`config.mk`:
```
export PLATFORM = sky130hd
export DESIGN_NAME = fifo_byte_reader
export DESIGN_NICKNAME = d
export VERILOG_FILES = /design/src/rtl/fifo_byte_reader.sv
export SDC_FILE = /design/constraint.sdc
export NUM_CORES = 1
export LEC_CHECK = 0
export ABC_AREA = 0
export BUFFER_PORTS_ARGS = -buffer_cell sky130_fd_sc_hd__buf_2
export CAP_MARGIN = 10
export CORE_MARGIN = 5
export CORE_UTILIZATION = 47
export CTS_CLUSTER_SIZE = 8
export DETAILED_ROUTE_END_ITERATION = 6
export PLACE_DENSITY = 0.75
export SLEW_MARGIN = 20
export SYNTH_ARGS = -nofsm -noshare
export SYNTH_HDL_FRONTEND = slang
export SYNTH_SLANG_ARGS = --single-unit
```
`constraint.sdc`:
```
create_clock -name clk_in -period 1.31 [get_ports clk_in]
set_input_delay 0.131 -clock clk_in [delete_from_list [all_inputs] [get_ports clk_in]]
set_output_delay 0.131 -clock clk_in [all_outputs]
set_load 0.03 [all_outputs]
```
`src/rtl/fifo_byte_reader.sv`:
```
// fifo_byte_reader: pops 32-bit words from a word FIFO and serializes them
// as a valid/ready byte stream, marking the final byte of every word.
module fifo_byte_reader #(
   parameter int BYTES_PER_WORD = 4,
   parameter bit LSB_FIRST      = 1'b1
) (
   input  logic        clk_in,
   input  logic        rst_n_in,
   input  logic        en_in,
   input  logic        fifo_empty_in,
   input  logic [31:0] fifo_data_in,
   output logic        fifo_deq_out,
   output logic [7:0]  m_data_out,
   output logic        m_valid_out,
   input  logic        m_ready_in,
   output logic        m_last_out,
   output logic        busy_out,
   output logic [15:0] words_done_out
);

   typedef enum logic [1:0] {IDLE, POP, LOAD, SEND} state_t;

   localparam logic [1:0] LAST_IDX = 2'(BYTES_PER_WORD - 1);

   state_t      state_q, state_d;
   logic [1:0]  byte_idx_q, byte_idx_d;
   logic [31:0] word_q, word_d;
   logic [15:0] words_done_q, words_done_d;
   logic        deq_q, deq_d;
   logic        busy_q, busy_d;

   logic        pop_ok;
   logic        in_send;
   logic        is_last;
   logic        accept;
   logic [1:0]  sel_idx;

   assign pop_ok  = en_in && !fifo_empty_in;
   assign in_send = (state_q == SEND);
   assign is_last = (byte_idx_q == LAST_IDX);
   assign accept  = in_send && m_ready_in;
   assign sel_idx = LSB_FIRST ? byte_idx_q : (LAST_IDX - byte_idx_q);

   assign fifo_deq_out   = deq_q;
   assign busy_out       = busy_q;
   assign words_done_out = words_done_q;
   assign m_valid_out    = in_send;
   assign m_data_out     = in_send ? word_q[{sel_idx, 3'b000} +: 8] : 8'h00;
   assign m_last_out     = in_send && is_last;

   // Next-state logic: one pop in flight at a time, word captured in LOAD, bytes stepped on accept
   always_comb begin
      state_d      = state_q;
      byte_idx_d   = byte_idx_q;
      word_d       = word_q;
      words_done_d = words_done_q;
      case (state_q)
         IDLE: begin
            if (pop_ok) begin
               state_d = POP;
            end
         end
         POP: begin
            state_d = LOAD;
         end
         LOAD: begin
            word_d     = fifo_data_in;
            byte_idx_d = 2'd0;
            state_d    = SEND;
         end
         SEND: begin
            if (accept) begin
               if (is_last) begin
                  words_done_d = words_done_q + 16'd1;
                  byte_idx_d   = 2'd0;
                  state_d      = pop_ok ? POP : IDLE;
               end else begin
                  byte_idx_d = byte_idx_q + 2'd1;
               end
            end
         end
         default: begin
            state_d = IDLE;
         end
      endcase
      deq_d  = (state_d == POP);
      busy_d = (state_d != IDLE);
   end

   // State and data registers; reset discards any word mid-serialization
   always_ff @(posedge clk_in or negedge rst_n_in) begin
      if (!rst_n_in) begin
         state_q      <= IDLE;
         byte_idx_q   <= 2'd0;
         word_q       <= 32'd0;
         words_done_q <= 16'd0;
         deq_q        <= 1'b0;
         busy_q       <= 1'b0;
      end else begin
         state_q      <= state_d;
         byte_idx_q   <= byte_idx_d;
         word_q       <= word_d;
         words_done_q <= words_done_d;
         deq_q        <= deq_d;
         busy_q       <= busy_d;
      end
   end

endmodule

```
==> results.toml <==
[synth]
syn-instance-count = 185
synth_flop_cell = "dfrtp_1"
ys_seq_area_frac = 0.544
synth_cell_types = 30
yosys_warnings = 0
avgSynthCellArea_um2 = 13.4
synth_fp_nets = 225
ys_ff_latch = 54
synth_edf_count = 0
syn_area_um2 = 2480
synthArstFlopShare = 1.00

[critical_path]
cp_num_buf_inv = 2
worst_ep_arrival_time_ns = 1.65
worstSetupStartpoint = "byte_idx_q[0]"
required_ns = 1.18
critPathMaxFanout = 7
crit_path_start_kind = "flop"
critical-path-top-delay-family = "multiplexers"
worstReg2RegEnd = "words_done_out[15]"
r2r_slack_ns = -0.34
r2r_start = "byte_idx_q[0]"
cp_slowest_cell = "mux4_2"
critPathKind = "flop to output pin"
rr_worst_depth = 8
end_kind = "output pin"
crit_path_cell_trace = "buf_12 > mux4_2 > and2_4 > buf_6"
slowest_delay_ns = 0.50

[power]
power_switching_uw = 3190
combPwrFrac = 0.603
cell_internal_pwr_uw = 6060
p_seq_frac = 0.292
cellLeakagePower_uw = 0.00186
finalPower_uw = 9260
vdd_ir_drop_max_mv = 1.74
clkPwrFrac = 0.105
swShare = 0.345
power_density_nw_per_um2 = 2390

[hold_path]
whs_endpoint = "word_q[27]"
hp-start = "fifo_data_in[27]"
hold_path_depth = 2
holdCritPathClass = "input pin to flop"

[grt]
grt_usage = 0.203
grt_max_degree = 43
antenna_found_initial = 1
grt-ovfl-total = 0
grt_pass1_vias = 2071
grt_first_pass_wirelength_um = 10200

[layout]
mostFrequentLayoutCell = "buf_2"
syn_to_final_growth_pct = 55.8
fin_nets = 337
final_core_utilization = 0.758
mostFrequentLayoutCells = "buf_2, dfrtp_1, buf_4, mux2_4, buf_6"
drive_above_1_share = 0.681

[place]
port_buffers = 64
dpl.hpwl_um = 3900
gp_congestion = 0.790

[routing]
dr_total_vias = 1868
ant_nets = 0
remaining_drc_errors = 0
drtIter0Drc = 117
wl_per_cell_um = 17.7
avgViaCountPerCell = 5.06
dr.pass1.iters = 4
routed_wirelength_um = 6530

[floorplanning]
core-area_um2 = 5110
num_rows = 26
die_x_um = 82.7
die_h_um = 82.7
io_pins = 65
start_util = 0.487
die_area_um2 = 6840

[timing]
finalSetupViolCount = 59
hold_ws_ns = 0.0475
finalCritPeriodShare = 1.36
finalWorstSetupSlack_ns = -0.473
clock.fmax_ghz = 0.561
hold_viol = 0
min_period_ns = 1.78
maxSlewViolCount = 0
tightest_slew_ns = 0.416
slew-limit-headroom = 0.722
finalClockSkew_ns = 0.00757
rsz0062_at_grt = "true"

[clock_tree]
clk_pin_slew_ns = 0.10
cts_max_level = 2
cts.sinks = 54
cts_tree = "done"
clk_path_buf_depth = 2
root_buffer = "clkbuf_8"
cts_inserted_buffers = 5
clkLatencyLatePin_ns = 0.30

[run_status]
outcome = "finished with violations"
failed_checks = "negative setup slack"

[flow_run]
drv_cap = 0
==> sequential cells by signal, indices dropped and copies added, names as in the netlist <==
signal / cells
busy_out: 1
word_q: 32
words_done_out: 16
fifo_deq_out: 1
state_q: 2
byte_idx_q: 2
==> synthesized netlist by cell type (4+ instances only) <==
| library cell | count | share of area |
|---|---|---|
| dfrtp_1 | 54 | 0.54 |
| mux2_2 | 31 | 0.14 |
| nand2_1 | 11 | 0.017 |
| xnor2_1 | 11 | 0.039 |
| and2_1 | 9 | 0.023 |
| mux4_2 | 8 | 0.073 |
| nand3_1 | 7 | 0.014 |
| nor2_1 | 6 | 0.0091 |
| buf_2 | 5 | 0.010 |
| nand4_1 | 5 | 0.013 |
| o21ai_0 | 4 | 0.0081 |
| xor2_1 | 4 | 0.014 |
==> metal layers <==
layer,vias to the layer above,share of wire,GRT usage
met5,-,0,0
met4,0,0.024,0.0833
met3,11,0.037,0.0325
met2,47,0.53,0.349
met1,936,0.41,0.254
li1,874,-,-
==> worst max path at each step <==
stage,to,slack (ns),cells after the start
final,m_data_out[4],-0.47,4
after floorplan,words_done_out[12],-0.13,5
after detailed placement,words_done_out[7],-0.26,5
after global routing,m_data_out[4],-0.52,4
after global placement,m_data_out[1],-0.22,4
after CTS,m_data_out[1],-0.49,4
==> power groups by stage <==
stage	registers (uW)	clock network (uW)	logic, uW
6_report	2700	974	5580
5_1_grt	2780	1050	5860
4_1_cts	2660	979	5300
3_5_place_dp	2690	0	4030
3_3_place_gp	2660	0	3960
2_1_floorplan	2680	0	2770
==> metrics by stage <==
step                      instance area [um2]  setup WS, ns  instances  setup TNS [ns]
after floorplan                          2640        -0.132        185           -1.89
after global placement                   3280        -0.220        345           -3.60
after detailed placement                 3280        -0.257        345           -4.24
after CTS                                3750        -0.494        365          -10.39
after global routing                     3870        -0.515        369          -13.86
final                                    3870        -0.473        369          -11.48
==> what timing repair did <==
action	4_1_cts	5_1_grt
hold buffers	1	0
gates resized for setup	61	27
buffers inserted	9	4
gates cloned	3	0
setup endpoints to repair	55	63
pin swaps	17	17
hold endpoints to repair	12	0
==> area by class of cell <==
class	count	area, um2
clock inverters	2	12.5
fillers	300	1230
well taps	70	87.6
diodes	1	2.50
flip-flops and latches	54	1360
repair buffers	115	932
inverters	3	11.3
clock buffers	6	82.6
multi-input cells	118	1380
==> cells by family (layout without fill, tap and decap cells) <==
kind of cell | count (synthesis) | in the layout | synth area share
other | 0 | 1 | 0
AND/OR/NAND/NOR | 54 | 54 | 0.131
flip-flops | 54 | 54 | 0.544
XOR/XNOR | 15 | 15 | 0.0529
buffers and inverters | 13 | 126 | 0.0267
AO/OA/AOI/OAI | 6 | 6 | 0.0131
multiplexers | 40 | 40 | 0.218
adder cells (fa/ha/maj) | 3 | 3 | 0.0151
Note: power is estimated with default switching activity, not from simulation.
